--- src/rtl/dmem_arbiter_pkg.sv ---
// rtl/dmem_arbiter_pkg.sv - shared owner-state encoding and port indices for dmem_arbiter
// Purpose: types and constants shared by dmem_arbiter and its rr_arb2 grant logic.
// Contents: owner_t (OWN_NONE / OWN_0 / OWN_1), port index constants.
package dmem_arbiter_pkg;

    // Which port currently holds a burst lock on the memory.
    typedef enum logic [1:0] {
        OWN_NONE = 2'd0,
        OWN_0    = 2'd1,
        OWN_1    = 2'd2
    } owner_t;

    localparam int PORT0 = 0;
    localparam int PORT1 = 1;

    // Value of the "last granted" flag after a grant to each port.
    localparam logic LAST_P0 = 1'b0;
    localparam logic LAST_P1 = 1'b1;

endpackage

--- src/rtl/dmem_arbiter_rr_arb2.sv ---
// rtl/dmem_arbiter_rr_arb2.sv - two-way round-robin grant with burst owner override
// Purpose: combinational one-hot grant for two requesters.
// Ports:
//   req0, req1   in   request lines
//   last         in   port granted most recently (1 = port 1)
//   owner        in   current burst owner; an owner with its request high wins outright
//   gnt0, gnt1   out  grant, never both high
module rr_arb2
    import dmem_arbiter_pkg::*;
(
    input  logic   req0,
    input  logic   req1,
    input  logic   last,
    input  owner_t owner,
    output logic   gnt0,
    output logic   gnt1
);

    always_comb begin
        gnt0 = 1'b0;
        gnt1 = 1'b0;
        if (owner == OWN_0 && req0) begin
            gnt0 = 1'b1;
        end else if (owner == OWN_1 && req1) begin
            gnt1 = 1'b1;
        end else if (req0 && req1) begin
            // Tie: the port that did not win last time goes first.
            if (last == LAST_P1) gnt0 = 1'b1;
            else                 gnt1 = 1'b1;
        end else begin
            // An owner that dropped its request no longer blocks the other port.
            gnt0 = req0;
            gnt1 = req1;
        end
    end

endmodule

--- src/rtl/dmem_arbiter.sv ---
// rtl/dmem_arbiter.sv - two-port arbiter in front of a single-port data memory
// Purpose: shares one async-read / sync-write dmem between the CPU LSU (port 0)
//   and the loader/debug port (port 1) with round-robin arbitration, burst lock,
//   misalignment drop and registered read return.
// Ports:
//   clk, reset             clock, synchronous active-high reset
//   reqN, weN, lockN       request, write enable, keep-grant (burst) per port
//   aN, wdN                byte address (word aligned) and write data per port
//   gntN                   combinational grant
//   rvalidN, rdN           read return, one cycle after a read grant
//   errN                   one-cycle pulse after a misaligned request is dropped
//   mem_we, mem_a, mem_wd  to dmem;  mem_rd from dmem
module dmem_arbiter
    import dmem_arbiter_pkg::*;
#(
    parameter int LOCK_MAX = 16,
    parameter int CNT_W    = 5
) (
    input  logic        clk,
    input  logic        reset,
    input  logic        req0,
    input  logic        req1,
    input  logic        we0,
    input  logic        we1,
    input  logic        lock0,
    input  logic        lock1,
    input  logic [31:0] a0,
    input  logic [31:0] a1,
    input  logic [31:0] wd0,
    input  logic [31:0] wd1,
    output logic        gnt0,
    output logic        gnt1,
    output logic        rvalid0,
    output logic        rvalid1,
    output logic [31:0] rd0,
    output logic [31:0] rd1,
    output logic        err0,
    output logic        err1,
    output logic        mem_we,
    output logic [31:0] mem_a,
    output logic [31:0] mem_wd,
    input  logic [31:0] mem_rd
);

    owner_t             owner;
    logic               last;
    logic [CNT_W-1:0]   lock_cnt;

    logic               arb_g0;
    logic               arb_g1;
    logic               aligned0;
    logic               aligned1;
    logic               g_lock;
    logic               g_same;
    logic [CNT_W-1:0]   run_next;

    rr_arb2 u_rr_arb2 (
        .req0  (req0),
        .req1  (req1),
        .last  (last),
        .owner (owner),
        .gnt0  (arb_g0),
        .gnt1  (arb_g1)
    );

    // No grant may be issued while reset is held.
    assign gnt0     = arb_g0 & ~reset;
    assign gnt1     = arb_g1 & ~reset;
    assign aligned0 = (a0[1:0] == 2'b00);
    assign aligned1 = (a1[1:0] == 2'b00);

    always_comb begin
        mem_we = 1'b0;
        mem_a  = 32'h0;
        mem_wd = 32'h0;
        if (gnt0) begin
            mem_we = we0 & aligned0;
            mem_a  = a0;
            mem_wd = wd0;
        end else if (gnt1) begin
            mem_we = we1 & aligned1;
            mem_a  = a1;
            mem_wd = wd1;
        end
    end

    // Length of the locked run including this grant; a grant to a port that
    // does not already own the memory starts a fresh run.
    always_comb begin
        g_lock   = gnt0 ? lock0 : lock1;
        g_same   = (gnt0 && owner == OWN_0) || (gnt1 && owner == OWN_1);
        run_next = g_same ? lock_cnt + 1'b1 : CNT_W'(1);
    end

    always_ff @(posedge clk) begin
        if (reset) begin
            owner    <= OWN_NONE;
            last     <= LAST_P1;
            lock_cnt <= '0;
            rvalid0  <= 1'b0;
            rvalid1  <= 1'b0;
            rd0      <= 32'h0;
            rd1      <= 32'h0;
            err0     <= 1'b0;
            err1     <= 1'b0;
        end else begin
            if (gnt0 || gnt1) begin
                last <= gnt1;
                // Reaching LOCK_MAX completes this grant but releases the lock;
                // since last now points at the owner, the other port wins next.
                if (g_lock && run_next < CNT_W'(LOCK_MAX)) begin
                    owner    <= gnt0 ? OWN_0 : OWN_1;
                    lock_cnt <= run_next;
                end else begin
                    owner    <= OWN_NONE;
                    lock_cnt <= '0;
                end
            end else begin
                owner    <= OWN_NONE;
                lock_cnt <= '0;
            end

            rvalid0 <= gnt0 & ~we0 & aligned0;
            rvalid1 <= gnt1 & ~we1 & aligned1;
            if (gnt0 & ~we0 & aligned0) rd0 <= mem_rd;
            if (gnt1 & ~we1 & aligned1) rd1 <= mem_rd;
            err0 <= gnt0 & ~aligned0;
            err1 <= gnt1 & ~aligned1;
        end
    end

endmodule
--- config.mk ---
export PLATFORM = sky130hd
export DESIGN_NAME = dmem_arbiter
export DESIGN_NICKNAME = d
export VERILOG_FILES = /design/src/rtl/dmem_arbiter_pkg.sv /design/src/rtl/dmem_arbiter_rr_arb2.sv /design/src/rtl/dmem_arbiter.sv
export SDC_FILE = /design/constraint.sdc
export NUM_CORES = 1
export LEC_CHECK = 0
export CORE_AREA = 2 2 118 120
export CTS_CLUSTER_DIAMETER = 80
export CTS_CLUSTER_SIZE = 16
export DETAILED_ROUTE_END_ITERATION = 10
export DIE_AREA = 0 0 120 122
export PLACE_DENSITY = 0.75
export SLEW_MARGIN = 20
export SYNTH_ARGS = -nofsm -noshare
export SYNTH_HDL_FRONTEND = slang
export SYNTH_SLANG_ARGS = --single-unit
export TNS_END_PERCENT = 1
--- constraint.sdc ---
create_clock -name clk -period 3.45 [get_ports clk]
set_input_delay 0.345 -clock clk [delete_from_list [all_inputs] [get_ports clk]]
set_output_delay 0.345 -clock clk [all_outputs]
set_load 0.05 [all_outputs]
======== Word level (Yosys, flattened, before mapping) ========
Index checks and enable logic that the tools add are counted.
storage, ports and cells
  output and inout bits ................... 135
  word-level logic and storage cells ...... 58
  flip-flop bits (word level) ............. 76
  input port bits ......................... 168
operators by class
  mux-type cells .......................... 17
  add/subtract/negate cells ............... 1
  order comparisons ....................... 1
  reductions and logical operators ........ 11
  eq/ne operators ......................... 2
  bitwise logic cells ..................... 17
operators by type and width
  operator                                              number
  2-to-1 mux 32 bit                                     4
  2-to-1 mux 1 bit                                      11
  AND 1 bit                                             10
  inverter 1 bit                                        7
  logical AND 1 bit                                     6
  adder 5 x 1 -> 5 bit (second input constant)          1
  < comparator 5 bit (second input constant)            1
  2-to-1 mux 5 bit                                      1
  logical NOT 2 bit                                     2
  OR reduction 3 bit                                    1
  equality test 2 x 1 -> 1 bit (second input constant)  1
  equality test 2 bit (second input constant)           1
  logical OR 1 bit                                      2
  2-to-1 mux 2 bit                                      1

======== Logic depth before layout (Yosys ltp) ========
Gate-level depths: netlist (run 1).
  word-level depth ........................ 12
  depth in mapped cells ................... 6
  depth with buffers taken out ............ 5

======== By module ========
Synthesis (run 1) repeated with hierarchy kept, for this count alone.
unflattened totals
  cells, all modules ...................... 428
  area total of the unflattened synthesis .. 3706.1 um2
by module, submodules not included
  module        area each (um2)  sequential area each (um2)  instances  cells each
  dmem_arbiter  3667.3           1521.5                      1          422
  rr_arb2       38.8             0.0                         1          6

======== Worst setup path after synthesis (run 1) ========
No wires, ideal clock.
  path type ............................... input -> output
  from .................................... input reset
  to ...................................... output mem_a[15]
  stages on the path ...................... 5
  buffers on the path ..................... 2
  slack ................................... 1.363 ns
  data required time ...................... 3.105 ns
  data arrival time ....................... 1.742 ns
  cell sequence ........................... buf_2 > nor2b_2 > o211a_2 > buf_2 > a22o_1
on the way
  longest elaborated chain between the ends .. 4
  elaborated cells on any way between the ends .. 5
  those cells by class .................... mux (2); bitwise (3)
RTL lines
  what               line                text
  start, declared    dmem_arbiter.sv:20  input logic reset,
  inverter 1 bit     dmem_arbiter.sv:68  assign gnt1 = arb_g1 & ~reset;
  AND 1 bit          dmem_arbiter.sv:68
  named net gnt1     dmem_arbiter.sv:32  output logic gnt1,
  2-to-1 mux 32 bit  dmem_arbiter.sv:80  end else if (gnt1) begin
  2-to-1 mux 32 bit  dmem_arbiter.sv:76  if (gnt0) begin
  end, declared      dmem_arbiter.sv:40  output logic [31:0] mem_a,
The timed path passes the listed nets, and every way through them passes these cells.

======== Worst setup path after layout (run 1) ========
  from .................................... input req0
  to ...................................... output mem_wd[0]
on the way
  longest elaborated chain between the ends .. 7
  elaborated cells on any way between the ends .. 12
  those cells by class .................... mux (8); bitwise (2); reduce/logical (2)
RTL lines
  what                 line                        text
  start, declared      dmem_arbiter.sv:21          input logic req0,
  logical AND 1 bit    dmem_arbiter_rr_arb2.sv:26  end else if (req0 && req1) begin
  2-to-1 mux 1 bit     dmem_arbiter_rr_arb2.sv:26
  2-to-1 mux 1 bit     dmem_arbiter_rr_arb2.sv:24  end else if (owner == OWN_1 && req1) begin
  2-to-1 mux 1 bit     dmem_arbiter_rr_arb2.sv:22  if (owner == OWN_0 && req0) begin
  AND 1 bit            dmem_arbiter.sv:68
  2-to-1 mux 32 bit    dmem_arbiter.sv:80
  2-to-1 mux 32 bit *  dmem_arbiter.sv:76
  end, declared        dmem_arbiter.sv:41          output logic [31:0] mem_wd,
Mark *: on every way between the ends. The rest lies on a longest branch, timed or not.

==> impl_results.md, run 1 <==
- Slew headroom: 41.3%
- GPL Wtd Cong: 0.907
- Clock Pin Slew Worst Setup and Hold Paths: 0.05 ns
- Post-Synthesis Cells: 425
- Number of global-route vias before repair: 4443
- P_int: 1710 uW
- Post-Syn Area: 3700 um^2
- Sequential share of the synthesized area: 41.1%
- Final net count: 869
- H-tree Lvls: 3
- Max clock buf depth: 2
- Total GRT Usage: 21.5%
- Post-Route Skew: 0.00424 ns
- Worst VDD drop: 0.000252 V
- Hold Buf Count CTS: 0
- CP Max Fanout: 47
- Compound-cell area share of the yosys netlist: 35.4%
- Setup CP Type: input port to output pin
- Residual DRC: 0
- Crit path from: req0
- Global-route wire length before repair: 24300 um
- Pre-antenna DRT Iters: 5
- Std cell rows: 43
- Sw frac: 30.7%
- Routed WL: 16500 um
- Sink Count: 76
- HP Start: rd1[21]
- Average wire per standard cell: 18.6 um
- Initial Utilization: 27.4%
- IO Pins: 303
- CP startpoint kind: input port
- Post-Layout Inst Area: 6910 um^2
- ANT nets after route: 0
- CTS root buf: clkbuf_16
- Horiz. Die Dim: 120 um
- Vias/cell: 5.08
- Final min period: 2.73 ns
- Worst-margin pin slew: 0.881 ns
- CTS tree: yes
- Syn_nets: 594
- Average size of a mapped cell: 8.72 um^2
- Clock Latency Late Sink: 0.33 ns
- Worst setup EP type: output pin
- CP Data Arrival Time: 2.38 ns
- Sw power: 755 uW
- Die area: 14600 um^2
- Worst Path Required: 3.11 ns
- Pwr dens: 356 nW/um^2
- Sequential share of power: 36.5%
- Largest net degree at the start of global routing: 72
- Lkg Pwr: 0.00254 uW
- Gate power share: 29.8%
- Hold Fails Final Rpt: 0
- Cell variety after synth: 34
- Area delta synth->final: 86.6%
- Hold crit path type: flop to flop
- Slew Limit Fails: 0
- CTS resizes: 0
- RSZ-0062 raised after global routing: no
- Combinational family with the most area after synthesis: compound AO/OA/AOI/OAI gates
- Synth Area in Adders: 0.338%
- Xor/xnor share of the synthesized area: 0.709%
- CTS Buf Count: 9
- Buffers on Ports: 302
- Outcome: completed
- Yosys reg bits: 76
- Clk pwr share: 33.7%
- Final Cycle Share: 79.0%
- Via count: 4501
- Post-Synth Simple-Gate Area: 15.5%
- Mux cell area share after synthesis: 0%
- Yosys warns: 0
- Starting DRT DRC Count: 225
- Core area: 13500 um^2
- Post-detail-place hpwl: 12300 um
- Die height: 122 um
- Placed Area: 6650 um^2
- Final core utilization: 51.2%
- Max-cap viol count: 0
- # Post-CTS Setup Buffers: 0
- Grt ovf: 0
- Critical R2R Launch: owner[1]
- Setup_tns: 0 ns
- Fmax: 0.367 GHz
- Share of cells above drive strength 1: 13.9%
- Setup violations, final: 0
- Initial antenna violation count: 1
==> layer usage <==
layer | part of all wire, % | global-route usage (%)
met1 | 38 | 23.5
met2 | 50 | 38.4
met3 | 9.5 | 8.15
met4 | 2.2 | 7.13
met5 | 0 | 0
==> cell type report <==
type	instances	area, um^2
fillers	1259	6590
multi-input cells	299	1930
clock buffers	12	246
repair buffers	312	2960
flip-flops and latches	76	1520
inverters	2	7.51
diodes	3	7.51
clock inverters	2	12.5
well taps	180	225
==> worst max-delay path, stage by stage <==
cell	delay [ns]
clkdlybuf4s50_1	0.51
nand3b_1	0.23
o211a_2	0.57
buf_12	0.29
a22o_1	0.21
buf_4	0.21
==> synth_stat cells <==
master,n,area [um^2]
nand3_1,34,170
buf_4,1,7.51
clkbuf_2,2,10.0
inv_1,2,7.51
nand2_1,3,11.3
o311ai_4,1,26.3
nor2b_2,2,17.5
nand2b_1,1,6.26
and4_1,2,17.5
ha_1,1,12.5
buf_6,5,56.3
a32o_1,2,20.0
o2111a_1,1,11.3
nor2_1,7,26.3
xnor2_1,2,17.5
o311a_1,1,10.0
o211a_2,1,10.0
clkbuf_1,22,82.6
nand3b_1,34,255
and3_1,1,6.26
o2111ai_2,1,15.0
nor2b_1,3,18.8
nor4_4,1,21.3
conb_1,1,3.75
a22o_1,64,561
dfxtp_1,76,1520
nor2_2,1,6.26
a21boi_0,1,7.51
a21oi_1,65,325
buf_2,18,90.1
nor4b_1,1,8.76
xor2_1,1,8.76
nor3_1,2,10.0
o21ai_0,65,325
==> worst paths after layout <==
path                to  slack, ns  cells past startpoint
min reg2reg    rd1[21]       0.48                      2
max          mem_wd[0]       0.72                      6
min            rd1[21]       0.48                      2
max reg2reg    rd1[24]       1.58                      5
==> state kept, by name (all words and copies together), names as in the netlist <==
signal,count
rd0,32
rvalid1,1
rvalid0,1
lock_cnt,5
owner,2
last,1
rd1,32
err0,1
err1,1
==> power by group through the flow <==
stage	clock network, uW	registers [uW]	logic, uW
finish	830	899	733
global route	899	899	763
global placement	0	916	724
detailed placement	0	918	732
CTS	855	899	735
floorplan	0	949	355
==> metrics by stage <==
stage	setup WS [ns]	std cells	hold WS, ns	power (uW)
2_1_floorplan	1.36	425	0.469	1300
3_3_place_gp	0.835	869	0.460	1640
3_5_place_dp	0.731	869	0.469	1650
4_1_cts	0.728	883	0.474	2490
5_1_grt	0.613	884	0.496	2560
6_report	0.723	886	0.475	2460
==> cell families after synthesis <==
family	after synthesis
flops	76
xor+xnor	3
fa+ha+maj	1
compound gates	202
buf+inv	50
other cells	1
simple gates	92
==> placed cells by master, fill, tap and decap left out, drive strengths merged, types with 2 or more instances in the layout <==
| cell type | instances |
|---|---|
| nand3b | 34 |
| diode | 3 |
| dfxtp | 76 |
| clkdlybuf4s50 | 233 |
| nor2 | 8 |
| nand3 | 34 |
| a22o | 64 |
| o21ai | 65 |
| and4 | 2 |
| nand2 | 3 |
| buf | 79 |
| a32o | 2 |
| inv | 2 |
| nor2b | 5 |
| clkbuf | 12 |
| a21oi | 65 |
| nor3 | 2 |
| xnor2 | 2 |
Power figures use the tool's default switching activity.
==> run 2, diff against run 1 <==
--- a/config.mk
+++ b/config.mk
@@ -5,12 +5,12 @@
 export SDC_FILE = /design/constraint.sdc
 export NUM_CORES = 1
 export LEC_CHECK = 0
-export CORE_AREA = 2 2 118 120
+export CORE_AREA = 2 2 116 118
 export CTS_CLUSTER_DIAMETER = 80
 export CTS_CLUSTER_SIZE = 16
 export DETAILED_ROUTE_END_ITERATION = 10
-export DIE_AREA = 0 0 120 122
-export PLACE_DENSITY = 0.75
+export DIE_AREA = 0 0 118 120
+export PLACE_DENSITY = 0.77
 export SLEW_MARGIN = 20
 export SYNTH_ARGS = -nofsm -noshare
 export SYNTH_HDL_FRONTEND = slang
==> constraint.sdc (replaced) <==
create_clock -name clk -period 2.9 [get_ports clk]
set_input_delay 0.29 -clock clk [delete_from_list [all_inputs] [get_ports clk]]
set_output_delay 0.29 -clock clk [all_outputs]
set_load 0.05 [all_outputs]
==> run 2 against run 1 <==
Effect of this change:
- die area fell by 3.3%
- setup slack worse by 0.30 ns
- clock skew rose by 0.0035 ns
- clock power is 39% higher
- register-to-register slack lost 0.36 ns
- via count is 3.0% higher
- first-iteration DRC count increased by 33%
- combinational power rose by 24%
- critical path type unchanged
- highest routed layer is now met5
==> impl_results.md, run 2 (synthesis results as in run 1) <==
- Lkg Pwr: 0.00260 uW
- Slowest CP cell: clkdlybuf4s50_1
- Initial antenna violation count: 5
- Bufs and invs on worst path: 3
- Fmax: 0.404 GHz
- Setup_tns: 0 ns
- CTS Buf Count: 9
- WL met1: 7290 um
- Hold_ws: 0.352 ns
- Std cell rows: 42
- Post-detail-place hpwl: 14500 um
- H-tree Lvls: 3
- Critical R2R Launch: owner[1]
- Total GRT Usage: 25.1%
- Area of the multi-input gates: 1930 um^2
- Max-cap viol count: 0
- Final core utilization: 54.4%
- Worst-margin pin slew: 0.834 ns
- Clock Pin Slew Worst Setup and Hold Paths: 0.06 ns
- Via count: 4638
- Critical path, cell by cell: clkdlybuf4s50_1, nor2b_2, o211a_2, buf_4, a22o_1, buf_4
- Setup violations, final: 0
- Largest net degree at the start of global routing: 67
- Hold Buf Count CTS: 0
- Worst setup EP type: output pin
- Placed Cells incl. Taps: 867
- Number of standard cells in the final layout excluding fillers: 887
- Core area: 13000 um^2
- Residual DRC: 0
- # Post-CTS Setup Buffers: 0
- Share of cells above drive strength 1: 14.6%
- Largest regs: rd0: 32 flops, rd1: 32 flops, lock_cnt: 5 flops
- Worst Path Required: 2.61 ns
- Number of global-route vias before repair: 4489
- Pre-antenna DRT Iters: 5
- Initial Utilization: 28.5%
- Crit path from: req1
- Worst VDD drop: 0.000373 V
- WL met3: 1930 um
- Final min period: 2.48 ns
- Global-route wire length before repair: 27100 um
- Placed Area: 6750 um^2
- Crit path largest cell delay: 0.51 ns
- Slew headroom: 44.2%
- Hold Fails Final Rpt: 0
- RSZ-0062 raised after global routing: no
- Setup CP Type: input port to output pin
- ANT nets after route: 0
- Most common cell after layout, fill and taps aside: clkdlybuf4s50_1
- Top Layer Used: met5
- Vias/cell: 5.23
- Average wire per standard cell: 20.9 um
- Met2 wire len: 8720 um
- Slew Limit Fails: 0
- Post-Layout Inst Area: 7060 um^2
- Final net count: 871
- Register area: 1520 um^2
- Horiz. Die Dim: 118 um
- Grt ovf: 0
- Area delta synth->final: 90.7%
- Die area: 14200 um^2
- CP Max Fanout: 13
- Clock Latency Late Sink: 0.33 ns
- IO Pins: 303
- Routed WL: 18600 um
- Sink Count: 76
- GPL Wtd Cong: 0.982
- HP Start: reset
- Critical path's most frequent cell: buf_4
- Pwr dens: 442 nW/um^2
- CTS resizes: 0
- Hold crit path type: input port to flop
- Post-Route Skew: 0.00773 ns
- CTS tree: yes
- CTS root buf: clkbuf_16
- Die height: 120 um
- Starting DRT DRC Count: 299
- Final Cycle Share: 85.4%
- Buffers on Ports: 302
- CP Data Arrival Time: 2.19 ns
- Number of filler cells placed in the layout: 1169
- Crit path max-delay family: buffers and inverters
- Outcome: completed
- CP startpoint kind: input port
- Max clock buf depth: 2
- Most frequent cells in the layout: clkdlybuf4s50_1, dfxtp_1, buf_4, o21ai_0, a21oi_1
## run 2: per-layer routing
metal / GRT usage [%] / up-vias
li1: - / 2158
met1: 28.7 / 2182
met2: 41.0 / 255
met3: 10.2 / 41
met4: 11.7 / 2
met5: 0 / -
## run 2: path summary, 6_finish.rpt
kind                    end  slack [ns]  cells past startpoint
setup / recovery  mem_a[23]        0.42                      6
hold / removal      rd1[25]        0.35                      2
setup reg to reg    rd1[24]        1.22                      5
hold reg to reg     rd1[28]        0.47                      2
## run 2: power by group
part | internal, uW | switching (uW) | total, uW
Combinational | 398 | 510 | 908
Clock | 680 | 467 | 1150
Sequential | 1060 | 8.95 | 1070
## run 2: final cells by class
class | instances | share of cell area [%]
Clock buffer | 9 | 3.19
Multi-Input combinational cell | 299 | 27.4
Tap cell | 176 | 3.12
Antenna cell | 4 | 0.142
Inverter | 2 | 0.106
Clock inverter | 7 | 1.13
Timing Repair Buffer | 314 | 43.4
Sequential cell | 76 | 21.5
## run 2: through the flow
step | setup slack, ns | total power, uW
floorplan | 0.923 | 1550
global placement | 0.455 | 1990
detailed placement | 0.452 | 2000
CTS | 0.444 | 3140
global route | 0.330 | 3230
finish | 0.424 | 3120
==> patch 1, RTL diff (config.mk and constraints of run 2) <==
Encoding of `owner_t`: now one-hot (3 bits for 3 values).
--- a/src/rtl/dmem_arbiter_pkg.sv
+++ b/src/rtl/dmem_arbiter_pkg.sv
@@ -4,10 +4,10 @@
 package dmem_arbiter_pkg;
 
     // Which port currently holds a burst lock on the memory.
-    typedef enum logic [1:0] {
-        OWN_NONE = 2'd0,
-        OWN_0    = 2'd1,
-        OWN_1    = 2'd2
+    typedef enum logic [2:0] {
+        OWN_NONE = 3'b001,
+        OWN_0    = 3'b010,
+        OWN_1    = 3'b100
     } owner_t;
 
     localparam int PORT0 = 0;
Check against the original RTL: no difference found for any inputs over 10 cycles, from zero or initial values and one cycle with reset high; not proved beyond that.
==> patch 1 against run 2 <==
Area after synthesis fell by 2.1%. Total power rose by 4.3%. Worst setup slack got worse by 180 ps. Sequential cell count rose by 1. Sequential share of layout area fell by 0.60 points. Routed wire length fell by 5.6%. First-iteration DRC count fell by 3.3%. Cell area rose by 4.2%. Utilization rose by 2.3 points. Highest routed layer is now met4.
==> patch 1: results (changes against run 2) <==
stage,metric,value,unit,change
clock_network,CTS-repair resized insts,0,,unchanged
global_route,total track usage,0.236,,was 0.251
synthesis,YS warnings,0,,unchanged
synthesis,register area share after synthesis,0.425,,was 0.411
synthesis,Syn Area/Cell,8.49,µm²,was 8.72 µm²
clock_network,Worst-path clk slew,60,ps,about the same
synthesis,fraction of registers with async set/reset,0,,unchanged
power_and_ir_drop,maximum vdd drop,0.305,mV,was 0.373 mV
drt,1st-iter DRT viols,289,,was 299
clock_network,Worst-Skew Late Latency,330,ps,about the same
synthesis,Synth top cells by count,"dfxtp_1 (77), nand3_1 (67), a21oi_1 (64), a22o_1 (64), o21ai_0 (57)",,"was dfxtp_1 (76), a21oi_1 (65), o21ai_0 (65)"
drt,Via Count,4734,,was 4638
clock_network,CTS Buf Count,9,,unchanged
drt,Final Routed Wirelength,17.5,mm,was 18.6 mm
sta,Worst Clk Skew,7.00,ps,was 7.73 ps
worst_setup_path,CP Max Fanout,44,,was 13
run_status,status,"complete, no violations",,unchanged
layout,# fillers,1168,,was 1169
synthesis,Netlist cell types,38,,was 34
synthesis,Mapped Nets,596,,was 594
placed_design,Placed Cells,873,,was 867
placed_design,Port Buffers,302,,unchanged
drt,first-pass iteration count of the detailed router,6,,was 5
worst_setup_path,top cell family by delay on the critical path,simple AND/OR/NAND/NOR gates,,was buffers and inverters
global_route,first-pass GRT wire length,26.0,mm,was 27.1 mm
layout,nets,877,,was 871
global_route,largest net degree at the start of global routing,45,,was 67
clock_network,H-tree levels,3,,unchanged
layout,Largest regs,"rd0: 32 flops, rd1: 32 flops, lock_cnt: 5 flops",,unchanged
power_and_ir_drop,leakage power,2.67,nW,was 2.60 nW
worst_setup_path,Critical-path top delay cell,nor3b_4,,was clkdlybuf4s50_1
synthesis,top post-synthesis cells by area,"dfxtp_1 (43%), a22o_1 (15%), nand3_1 (9.2%), a21oi_1 (8.8%), o21ai_0 (7.9%)",,"was dfxtp_1 (41%), a22o_1 (15%), a21oi_1 (8.8%), o21ai_0 (8.8%), nand3b_1 (6.9%)"
layout,fraction of layout cells with a size suffix above 1,0.147,,was 0.146
clock_network,Post-CTS Setup Inserts,0,,unchanged
power_and_ir_drop,Internal,2.30,mW,was 2.14 mW
placed_design,GPL Wtd Cong,0.841,,was 0.982
clock_network,root buffer cell,clkbuf_16,,unchanged
worst_setup_path,"slowest stage delay, CP",380,ps,was 510 ps
hold_path,HP Class,reg -> reg,,was in -> reg
global_route,number of global-route vias before repair,4472,,was 4489
placed_design,dpl hpwl,13.3,mm,was 14.5 mm
worst_setup_path,critical path arrival,2360,ps,was 2190 ps
sta,max_slew headroom,0.419,,was 0.442
global_route,initial antenna violation count,4,,was 5
drt,DR WL/cell,19.7,µm,was 20.9 µm
clock_network,CTS Buffer Depth,2,,unchanged
## patch 1: worst min-delay path: stages (launching register included)
cell and delay, ps:
dfxtp_1 300, o21ai_0 60, a21oi_1 60
## patch 1: final timing paths
kind / start / to / slack (ps) / cells after the start
max: owner[0] / mem_wd[11] / 250 / 6
min: rd0[17] / rd0[17] / 480 / 2
max reg2reg: owner[0] / owner[0] / 570 / 4
min reg2reg: rd0[17] / rd0[17] / 480 / 2
## patch 1: power groups by stage
stage,registers (mW),logic [mW],clock network [mW]
floorplan,1.14,0.419,0
global placement,1.11,0.968,0
detailed placement,1.11,0.977,0
CTS,1.08,0.981,1.21
global route,1.09,1.02,1.26
finish,1.08,0.979,1.19
## patch 1: layout make-up
class | instances | area, µm² | area share
sequential | 77 | 1540 | 0.209
clock buffer | 11 | 243 | 0.0330
clock inverter | 4 | 72.6 | 0.00986
antenna | 3 | 7.51 | 0.00102
tap | 176 | 220 | 0.0299
timing repair buffer | 317 | 3380 | 0.458
inverter | 1 | 3.75 | 0.000510
multi-input combinational | 302 | 1900 | 0.258
## patch 1: metal layers
layer  track usage  part of all wire
met1         0.266              0.39
met2         0.418              0.51
met3        0.0794             0.083
met5             0                 0
met4        0.0745             0.021
## patch 1: cells by family after synthesis
family / synth area share
XOR/XNOR: 0.00725
other: 0.00103
adder cells (fa/ha/maj): 0.00345
buffers and inverters: 0.0587
AND/OR/NAND/NOR: 0.140
flip-flops: 0.425
AO/OA/AOI/OAI: 0.364
## patch 1: metrics by stage
stage,worst slack [ps],hold WS (ps),power [mW],utilization,instance area [µm²]
2_1_floorplan,688,400,1.56,-,3630
5_1_grt,135,492,3.36,0.567,7360
3_5_place_dp,420,468,2.08,0.542,7040
3_3_place_gp,477,460,2.07,0.542,7040
4_1_cts,183,478,3.27,0.567,7360
6_report,248,477,3.26,0.567,7360
==> patch 2, RTL diff (config.mk and constraints of run 2) <==
Made on the original files. The parameter `CNT_W` goes from 5 to 10.
--- a/src/rtl/dmem_arbiter.sv
+++ b/src/rtl/dmem_arbiter.sv
@@ -14,7 +14,7 @@
     import dmem_arbiter_pkg::*;
 #(
     parameter int LOCK_MAX = 16,
-    parameter int CNT_W    = 5
+    parameter int CNT_W    = 10
 ) (
     input  logic        clk,
     input  logic        reset,
Function: no difference found for any inputs over 10 cycles, from zero or initial values and one cycle with reset high; that may be too few to reach the edited logic, so the function may still have changed.
==> patch 2 against run 2 <==
Utilization is 6.2 points higher. Routed wire length is 18% lower. Total power is 6.6% higher. Critical endpoint is now mem_wd[19]. Cell area is 11% higher. Highest routed layer is now met4. Final cell count is 2.0% higher. Worst setup slack better by 91 ps. Sequential cell count is 5 higher. Largest cell class unchanged. Area after synthesis is 0.41% higher. Sequential share of layout area is 0.92 points lower.
==> patch 2: results (changes against run 2) <==
stage,metric,value,unit,change
synthesis,top post-synthesis cells by area,"dfxtp_1 (44%), a22o_1 (15%), nand2_1 (12%), a21oi_2 (6.8%), a21oi_1 (5.7%)",,"was dfxtp_1 (41%), a22o_1 (15%), a21oi_1 (8.8%), o21ai_0 (8.8%), nand3b_1 (6.9%)"
worst_setup_path,FF-to-FF Start,owner[0],,was owner[1]
worst_setup_path,critical path launch point type,register,,was input port
global_route,met2 GRT Util,0.371,,was 0.410
worst_setup_path,Critical-path top delay cell,o21ai_0,,was clkdlybuf4s50_1
layout,nets,893,,was 871
worst_setup_path,worst r2r dst,rd0[7],,was rd1[24]
run_status,status,"complete, no violations",,unchanged
layout,# fillers,1084,,was 1169
global_route,Global Route met3 Usage,0.0580,,was 0.102
sta,slew at the pin closest to its max-slew limit,633,ps,was 834 ps
placed_design,GPL Wtd Cong,0.818,,was 0.982
layout,Largest regs,"rd0: 32 flops, rd1: 32 flops, lock_cnt: 10 flops",,"was rd0: 32 flops, rd1: 32 flops, lock_cnt: 5 flops"
worst_setup_path,critical path arrival,2100,ps,was 2190 ps
worst_setup_path,Setup crit start,owner[1],,was req1
sta,Fmax,419,MHz,was 404 MHz
global_route,total track usage,0.206,,was 0.251
drt,Final Routed Wirelength,15.2,mm,was 18.6 mm
global_route,first-pass GRT wire length,23.3,mm,was 27.1 mm
drt,DR WL met2,7.86,mm,was 8.72 mm
drt,1st-iter DRT viols,186,,was 299
drt,first-pass iteration count of the detailed router,7,,was 5
synthesis,register area share after synthesis,0.436,,was 0.411
global_route,largest net degree at the start of global routing,69,,was 67
placed_design,Worst Setup Slack post-DPL,428,ps,was 452 ps
synthesis,Netlist cell types,41,,was 34
drt,Highest Signal Layer,met4,,was met5
drt,WL met1,5.94,mm,was 7.29 mm
layout,fraction of layout cells with a size suffix above 1,0.200,,was 0.146
drt,routed length on met3,1.13,mm,was 1.93 mm
placed_design,dpl hpwl,12.1,mm,was 14.5 mm
worst_setup_path,top cell family by delay on the critical path,compound AO/OA/AOI/OAI gates,,was buffers and inverters
sta,Worst Clk Skew,7.57,ps,was 7.73 ps
layout,diodes inserted,0,,was 4
==> patch 2: cell count changes after synthesis, moves of 4 or more <==
cell / before / now
nand2b_1: 1 / 5
nand2_2: 0 / 19
nand2_1: 3 / 114
buf_6: 5 / 1
nand3b_1: 34 / 1
a21oi_1: 65 / 42
buf_2: 18 / 13
clkbuf_1: 22 / 16
dfxtp_1: 76 / 81
o21ai_0: 65 / 2
nand3_1: 34 / 2
a21oi_2: 0 / 29
==> patch 2: cell type report <==
cell class	instances	area, µm²	area share
timing repair buffer	310	3770	0.480
multi-input combinational	318	1920	0.245
sequential	81	1620	0.206
clock buffer	9	225	0.0286
tap	176	220	0.0280
clock inverter	7	81.3	0.0103
inverter	4	20.0	0.00254
==> patch 2: worst min-delay path by stage <==
stage                  from        to  depth (start not counted)  slack [ps]
floorplan             lock0  owner[0]                          2         410
global placement    rd0[29]   rd0[29]                          2         440
detailed placement  rd0[25]   rd0[25]                          2         450
CTS                   reset      err1                          3         380
global route          reset   rd1[10]                          3         440
finish                reset      err1                          3         390
==> patch 2: kinds of logic after synthesis <==
logic type               Yosys count  synth area share
flip-flops                        81             0.436
buffers and inverters             39            0.0568
XOR/XNOR                           2           0.00471
adder cells (fa/ha/maj)            1           0.00336
other                              1           0.00101
AND/OR/NAND/NOR                  161             0.195
AO/OA/AOI/OAI                    148             0.303
==> patch 2: report_power, final <==
group | internal (mW) | switching [mW]
clock network | 0.683 | 0.468
logic | 0.533 | 0.499
registers | 1.13 | 0.0136
==> patch 2: stage by stage <==
stage	total power, mW	instance area [µm²]	hold WS [ps]	instances
final	3.33	7870	394	905
after global routing	3.44	7870	436	905
after CTS	3.37	7870	383	905
after detailed placement	2.21	7560	448	889
after global placement	2.19	7560	443	889
after floorplan	1.60	3740	406	438
